## src/rtl/mem_port_arbiter.sv

```systemverilog
// Single-port 64-bit memory arbiter for the boot loader, CPU data port and CPU fetch.
// One transaction in flight; fixed priority loader > data > fetch with a fetch anti-starvation guard.
module mem_port_arbiter #(
  parameter int AW         = 8,
  parameter int MEM_LAT    = 1,
  parameter int STARVE_MAX = 4
) (
  input  logic          clk,
  input  logic          reset,
  input  logic          ld_req,
  input  logic [AW:0]   ld_addr,
  input  logic [31:0]   ld_wdata,
  output logic          ld_gnt,
  input  logic          d_req,
  input  logic [1:0]    d_we,
  input  logic [AW-1:0] d_addr,
  input  logic [63:0]   d_wdata,
  output logic          d_gnt,
  output logic          d_rvalid,
  output logic [63:0]   d_rdata,
  input  logic          i_req,
  input  logic [AW:0]   i_addr,
  output logic          i_gnt,
  output logic          i_rvalid,
  output logic [31:0]   i_rdata,
  output logic          mem_en,
  output logic [1:0]    mem_we,
  output logic [AW-1:0] mem_addr,
  output logic [63:0]   mem_wdata,
  input  logic [63:0]   mem_rdata,
  output logic          busy
);

  // state   | meaning
  // IDLE    | arbitrate among pending requests; read responses are presented here
  // ACCESS  | memory strobe and grant for the latched winner
  // RD_WAIT | waiting out the remaining memory read latency
  // RESP    | mem_rdata valid, captured at the end of the cycle
  localparam logic [1:0] S_IDLE    = 2'd0;
  localparam logic [1:0] S_ACCESS  = 2'd1;
  localparam logic [1:0] S_RD_WAIT = 2'd2;
  localparam logic [1:0] S_RESP    = 2'd3;

  localparam logic [1:0] OWN_LD = 2'd0;
  localparam logic [1:0] OWN_D  = 2'd1;
  localparam logic [1:0] OWN_I  = 2'd2;

  localparam int              LW         = (MEM_LAT > 2) ? $clog2(MEM_LAT) : 1;
  localparam logic [LW-1:0]   WAIT_INIT  = LW'((MEM_LAT > 1) ? MEM_LAT - 2 : 0);
  localparam int              SW         = (STARVE_MAX > 0) ? $clog2(STARVE_MAX + 1) : 1;
  localparam logic [SW-1:0]   STARVE_TOP = SW'(STARVE_MAX);

  logic [1:0]    state_q, state_d;
  logic [1:0]    owner_q, owner_d;
  logic          half_q, half_d;
  logic [LW-1:0] wait_q, wait_d;
  logic [SW-1:0] starve_q, starve_d;
  logic          ld_gnt_q, ld_gnt_d;
  logic          d_gnt_q, d_gnt_d;
  logic          i_gnt_q, i_gnt_d;
  logic          d_rvalid_q, d_rvalid_d;
  logic          i_rvalid_q, i_rvalid_d;
  logic [63:0]   d_rdata_q, d_rdata_d;
  logic [31:0]   i_rdata_q, i_rdata_d;
  logic          mem_en_q, mem_en_d;
  logic [1:0]    mem_we_q, mem_we_d;
  logic [AW-1:0] mem_addr_q, mem_addr_d;
  logic [63:0]   mem_wdata_q, mem_wdata_d;
  logic          fetch_first;

  always_comb begin
    state_d     = state_q;
    owner_d     = owner_q;
    half_d      = half_q;
    wait_d      = wait_q;
    starve_d    = starve_q;
    ld_gnt_d    = 1'b0;
    d_gnt_d     = 1'b0;
    i_gnt_d     = 1'b0;
    d_rvalid_d  = 1'b0;
    i_rvalid_d  = 1'b0;
    d_rdata_d   = d_rdata_q;
    i_rdata_d   = i_rdata_q;
    mem_en_d    = 1'b0;
    mem_we_d    = 2'b00;
    mem_addr_d  = mem_addr_q;
    mem_wdata_d = mem_wdata_q;
    fetch_first = i_req && (starve_q == STARVE_TOP);

    case (state_q)
      S_IDLE: begin
        if (ld_req || d_req || i_req) begin
          state_d  = S_ACCESS;
          mem_en_d = 1'b1;
          if (ld_req) begin
            owner_d     = OWN_LD;
            ld_gnt_d    = 1'b1;
            mem_we_d    = ld_addr[0] ? 2'b10 : 2'b01;
            mem_addr_d  = ld_addr[AW:1];
            mem_wdata_d = {ld_wdata, ld_wdata};
          end else if (d_req && !fetch_first) begin
            owner_d     = OWN_D;
            d_gnt_d     = 1'b1;
            mem_we_d    = d_we;
            mem_addr_d  = d_addr;
            mem_wdata_d = d_wdata;
          end else begin
            owner_d    = OWN_I;
            i_gnt_d    = 1'b1;
            half_d     = i_addr[0];
            mem_addr_d = i_addr[AW:1];
          end
          if (i_req) begin
            if (i_gnt_d)
              starve_d = '0;
            else if (starve_q != STARVE_TOP)
              starve_d = starve_q + 1'b1;
          end
        end
      end
      S_ACCESS: begin
        // Only reads carry an all-zero write enable, so the strobe tells us the direction.
        if (mem_we_q != 2'b00) begin
          state_d = S_IDLE;
        end else if (MEM_LAT > 1) begin
          state_d = S_RD_WAIT;
          wait_d  = WAIT_INIT;
        end else begin
          state_d = S_RESP;
        end
      end
      S_RD_WAIT: begin
        if (wait_q == '0)
          state_d = S_RESP;
        else
          wait_d = wait_q - 1'b1;
      end
      S_RESP: begin
        state_d = S_IDLE;
        if (owner_q == OWN_I) begin
          i_rvalid_d = 1'b1;
          i_rdata_d  = half_q ? mem_rdata[63:32] : mem_rdata[31:0];
        end else begin
          d_rvalid_d = 1'b1;
          d_rdata_d  = mem_rdata;
        end
      end
      default: state_d = S_IDLE;
    endcase

    if (!i_req)
      starve_d = '0;
  end

  always_ff @(posedge clk or negedge reset) begin
    if (!reset) begin
      state_q     <= S_IDLE;
      owner_q     <= OWN_LD;
      half_q      <= 1'b0;
      wait_q      <= '0;
      starve_q    <= '0;
      ld_gnt_q    <= 1'b0;
      d_gnt_q     <= 1'b0;
      i_gnt_q     <= 1'b0;
      d_rvalid_q  <= 1'b0;
      i_rvalid_q  <= 1'b0;
      d_rdata_q   <= '0;
      i_rdata_q   <= '0;
      mem_en_q    <= 1'b0;
      mem_we_q    <= 2'b00;
      mem_addr_q  <= '0;
      mem_wdata_q <= '0;
    end else begin
      state_q     <= state_d;
      owner_q     <= owner_d;
      half_q      <= half_d;
      wait_q      <= wait_d;
      starve_q    <= starve_d;
      ld_gnt_q    <= ld_gnt_d;
      d_gnt_q     <= d_gnt_d;
      i_gnt_q     <= i_gnt_d;
      d_rvalid_q  <= d_rvalid_d;
      i_rvalid_q  <= i_rvalid_d;
      d_rdata_q   <= d_rdata_d;
      i_rdata_q   <= i_rdata_d;
      mem_en_q    <= mem_en_d;
      mem_we_q    <= mem_we_d;
      mem_addr_q  <= mem_addr_d;
      mem_wdata_q <= mem_wdata_d;
    end
  end

  assign ld_gnt    = ld_gnt_q;
  assign d_gnt     = d_gnt_q;
  assign i_gnt     = i_gnt_q;
  assign d_rvalid  = d_rvalid_q;
  assign i_rvalid  = i_rvalid_q;
  assign d_rdata   = d_rdata_q;
  assign i_rdata   = i_rdata_q;
  assign mem_en    = mem_en_q;
  assign mem_we    = mem_we_q;
  assign mem_addr  = mem_addr_q;
  assign mem_wdata = mem_wdata_q;
  assign busy      = (state_q != S_IDLE);

endmodule

```

## config.mk

```make
export PLATFORM = sky130hd
export DESIGN_NAME = mem_port_arbiter
export DESIGN_NICKNAME = d
export VERILOG_FILES = /design/src/rtl/mem_port_arbiter.sv
export SDC_FILE = /design/constraint.sdc
export NUM_CORES = 1
export LEC_CHECK = 0
export CAP_MARGIN = 30
export CELL_PAD_IN_SITES_DETAIL_PLACEMENT = 0
export CELL_PAD_IN_SITES_GLOBAL_PLACEMENT = 1
export CORE_UTILIZATION = 34
export DETAILED_ROUTE_END_ITERATION = 10
export GPL_ROUTABILITY_DRIVEN = 0
export PLACE_DENSITY = 0.84
export SYNTH_ARGS = -nofsm -noshare
export SYNTH_HDL_FRONTEND = slang
export SYNTH_SLANG_ARGS = --single-unit
```

## constraint.sdc

```tcl
create_clock -name clk -period 3.19 [get_ports clk]
set_input_delay 0.638 -clock clk [delete_from_list [all_inputs] [get_ports clk]]
set_output_delay 0.638 -clock clk [all_outputs]
set_load 0.02 [all_outputs]
```

==> summary.md <==
| Metric | Value |
|---|---|
| First-pass GRT wire length | `35.3 mm` |
| Core Region | `23,700 um^2` |
| Period utilization | `0.730` |
| Drt wl/cell | `17.2 um` |
| Setup TNS | `0 ps` |
| Final Critical Period | `2330 ps` |
| Cts bufs inserted | `17` |
| Clock latency on the worst-skew pair | `430 ps` |
| Final-report hold violation count | `0` |
| DP HPWL | `18.0 mm` |
| Net Count, Synth | `885` |
| Worst min path class | `input pin to async pin` |
| IO Port Bufs | `369` |
| Initial antenna violation count | `1` |
| Synth Flop Type | `dfrtp_1` |
| Ports | `370` |
| Via/cell ratio | `4.66` |
| Worst setup path category | `flip-flop to primary output` |
| Max VDD drop | `0.000415 V` |
| Post_cts resized | `0` |
| Vias in the first global route | `6,472` |
| Final slew viol count | `0` |
| Mapped Cells | `690` |
| CTS Sinks | `184` |
| H-tree level count | `4` |
| Cts hold-fix bufs | `0` |
| Placed cells | `1,348` |
| Commonest non-fill, non-tap cell in the layout | `clkdlybuf4s50_1` |
| Unrepaired setup endpoints after global routing | `no` |
| GRT Total Usage | `0.187` |
| Register area share after synthesis | `0.556` |
| Mapped Area | `8290 um^2` |
| Layout cells sized above 1 | `0.118` |
| Register share of total power | `0.320` |
| Post-CTS setup repair buffer count | `0` |
| Sw Ratio | `0.375` |
| Fill count | `2,133` |
| Initial Util | `0.350` |
| Synth unique cells | `37` |
| CP Cell Sequence | `nor2_2, inv_1, clkdlybuf4s50_1` |
| Fin cells | `1,380` |
| Crit path max-delay family | `buffers and inverters` |
| Worst EP required | `2550 ps` |
| Lkg Pwr | `5.82 nW` |
| Post-synth EDFFs | `0` |
| Area growth from synthesis to layout | `56.1%` |
| Clk pwr share | `0.169` |
| FMAX | `0.429 GHz` |
| Synth warn | `0` |
| Root Driver | `clkbuf_16` |
| Largest net degree at the start of global routing | `114` |
| Worst reg2reg setup slack | `1150 ps` |
| CP max-delay cell | `clkdlybuf4s50_1` |
| Die ar. | `25,000 um^2` |
| Combinational share of power | `0.511` |
| Relative slew slack | `0.496` |
| Synth Area per Inst | `12.0 um^2` |
| Worst setup SP type | `flip-flop` |
| Buf+Inv Stages, Crit Path | `2` |
| Worst-margin pin slew | `754 ps` |
| Ys async rst share | `1.00` |
| Via count | `6,435` |
| Grt ovf | `0` |
| Internal | `8.15 mW` |
| WP data arrival | `1690 ps` |
| TritonCTS clock tree | `built` |
| Net switching power figure | `4.89 mW` |
| Diode count | `0` |
| Final setup violation count | `0` |
| Power density cells | `1010 nW/um^2` |
| Deepest clock path buffer count | `2` |
| #FFs+latches synth | `184` |
| Crit end category | `primary output` |
| Clock transition at path regs | `80 ps` |
| Status | `finished clean` |
| Max-Cap Viols | `0` |
| DRT Pass-1 Iters | `4` |
| Starting DRT DRC Count | `198` |
| Maximum fanout along the worst path | `5` |
| Die width | `158 um` |
| Final wirelength | `23.7 mm` |
| CP max stage delay | `650 ps` |
| Num rows | `56` |
| Detail Route Antenna Nets | `0` |
| Post-route clock skew | `12.7 ps` |
| Most frequent cells in the layout | `367 x clkdlybuf4s50_1, 183 x dfrtp_1, 99 x o21ai_0` |
| DRC viols | `0` |
| Die H | `158 um` |
| Nets@finish | `1,243` |
-- synthesized netlist by cell type (all sizes together), types with 2 or more instances --
cell type  instances  area [um^2]
nor2               3         13.8
o211ai             8         60.1
inv               75          282
o2111ai            2         17.5
nand2             69          259
and3               2         12.5
o221ai             2         23.8
dfrtp            184         4600
a32oi              8         70.1
mux2             129         1640
mux2i             33          330
nand2b             2         12.5
a21o               2         15.0
a31oi              8         50.1
ha                 2         25.0
clkbuf            17         63.8
buf               24          175
nand3              2         10.0
o21ai             99          495
a21oi             10         50.1
-- power by group through the flow --
stage          clock network [mW]  logic (mW)  registers, mW
2_1_floorplan                   0        2.26           5.47
3_3_place_gp                    0        6.55           4.25
3_5_place_dp                    0        6.75           4.21
4_1_cts                      2.27        6.75           4.18
5_1_grt                      2.35        7.08           4.32
6_report                     2.20        6.67           4.17
-- stage by stage --
stage | total power, mW | hold slack, ps | instance area, um^2 | setup WS [ps] | util
CTS | 13.2 | 0.534 | 12900 | 808 | 0.546
global placement | 10.8 | 461 | 12300 | 735 | 0.519
detailed placement | 11.0 | 469 | 12300 | 706 | 0.520
finish | 13.0 | 22.1 | 12900 | 861 | 0.546
floorplan | 7.73 | 342 | 8290 | 1450 | -
global route | 13.8 | 2.23 | 12900 | 751 | 0.546
-- flip-flops by register name, indices dropped and copies added, names as in the netlist, 2 cells and up --
signal     count
mem_wdata     64
d_rdata       64
state_q        2
mem_we         2
starve_q       3
mem_addr       8
owner_q        2
i_rdata       32
-- cell families (layout without fill, tap and decap cells) --
group / after synthesis / after routing / synth area share
flops: 184 / 184 / 0.556
buf+inv: 117 / 488 / 0.0633
compound gates: 142 / 142 / 0.0985
simple gates: 83 / 83 / 0.0417
fa+ha+maj: 2 / 2 / 0.00302
mux: 162 / 162 / 0.238
-- routing by layer --
metal | vias up | GRT usage | wire, um
li1 | 3076 | - | -
met1 | 3048 | 0.218 | 9460
met2 | 284 | 0.317 | 11300
met3 | 27 | 0.0684 | 2430
met4 | 0 | 0.0650 | 503
met5 | - | 0 | 0
-- worst paths after layout --
kind                        startpoint      endpoint  cells past startpoint
setup / recovery            state_q[1]          busy                      3
hold / removal                   reset  mem_wdata[3]                      1
setup reg to reg           starve_q[0]  mem_wdata[9]                      6
hold reg to reg            i_rdata[17]   i_rdata[17]                      2
max in group asynchronous        reset   d_rdata[44]                      2
min in group clk           i_rdata[17]   i_rdata[17]                      2
-- cell type report --
class	instances	area [um^2]	share of cell area
clock buffers	17	425	0.0329
clock inverters	15	200	0.0155
inverters	76	285	0.0221
multi-input cells	389	3180	0.246
flip-flops and latches	184	4610	0.356
well taps	319	399	0.0309
repair buffers	380	3840	0.297
Note: power is estimated with default switching activity, not from simulation.
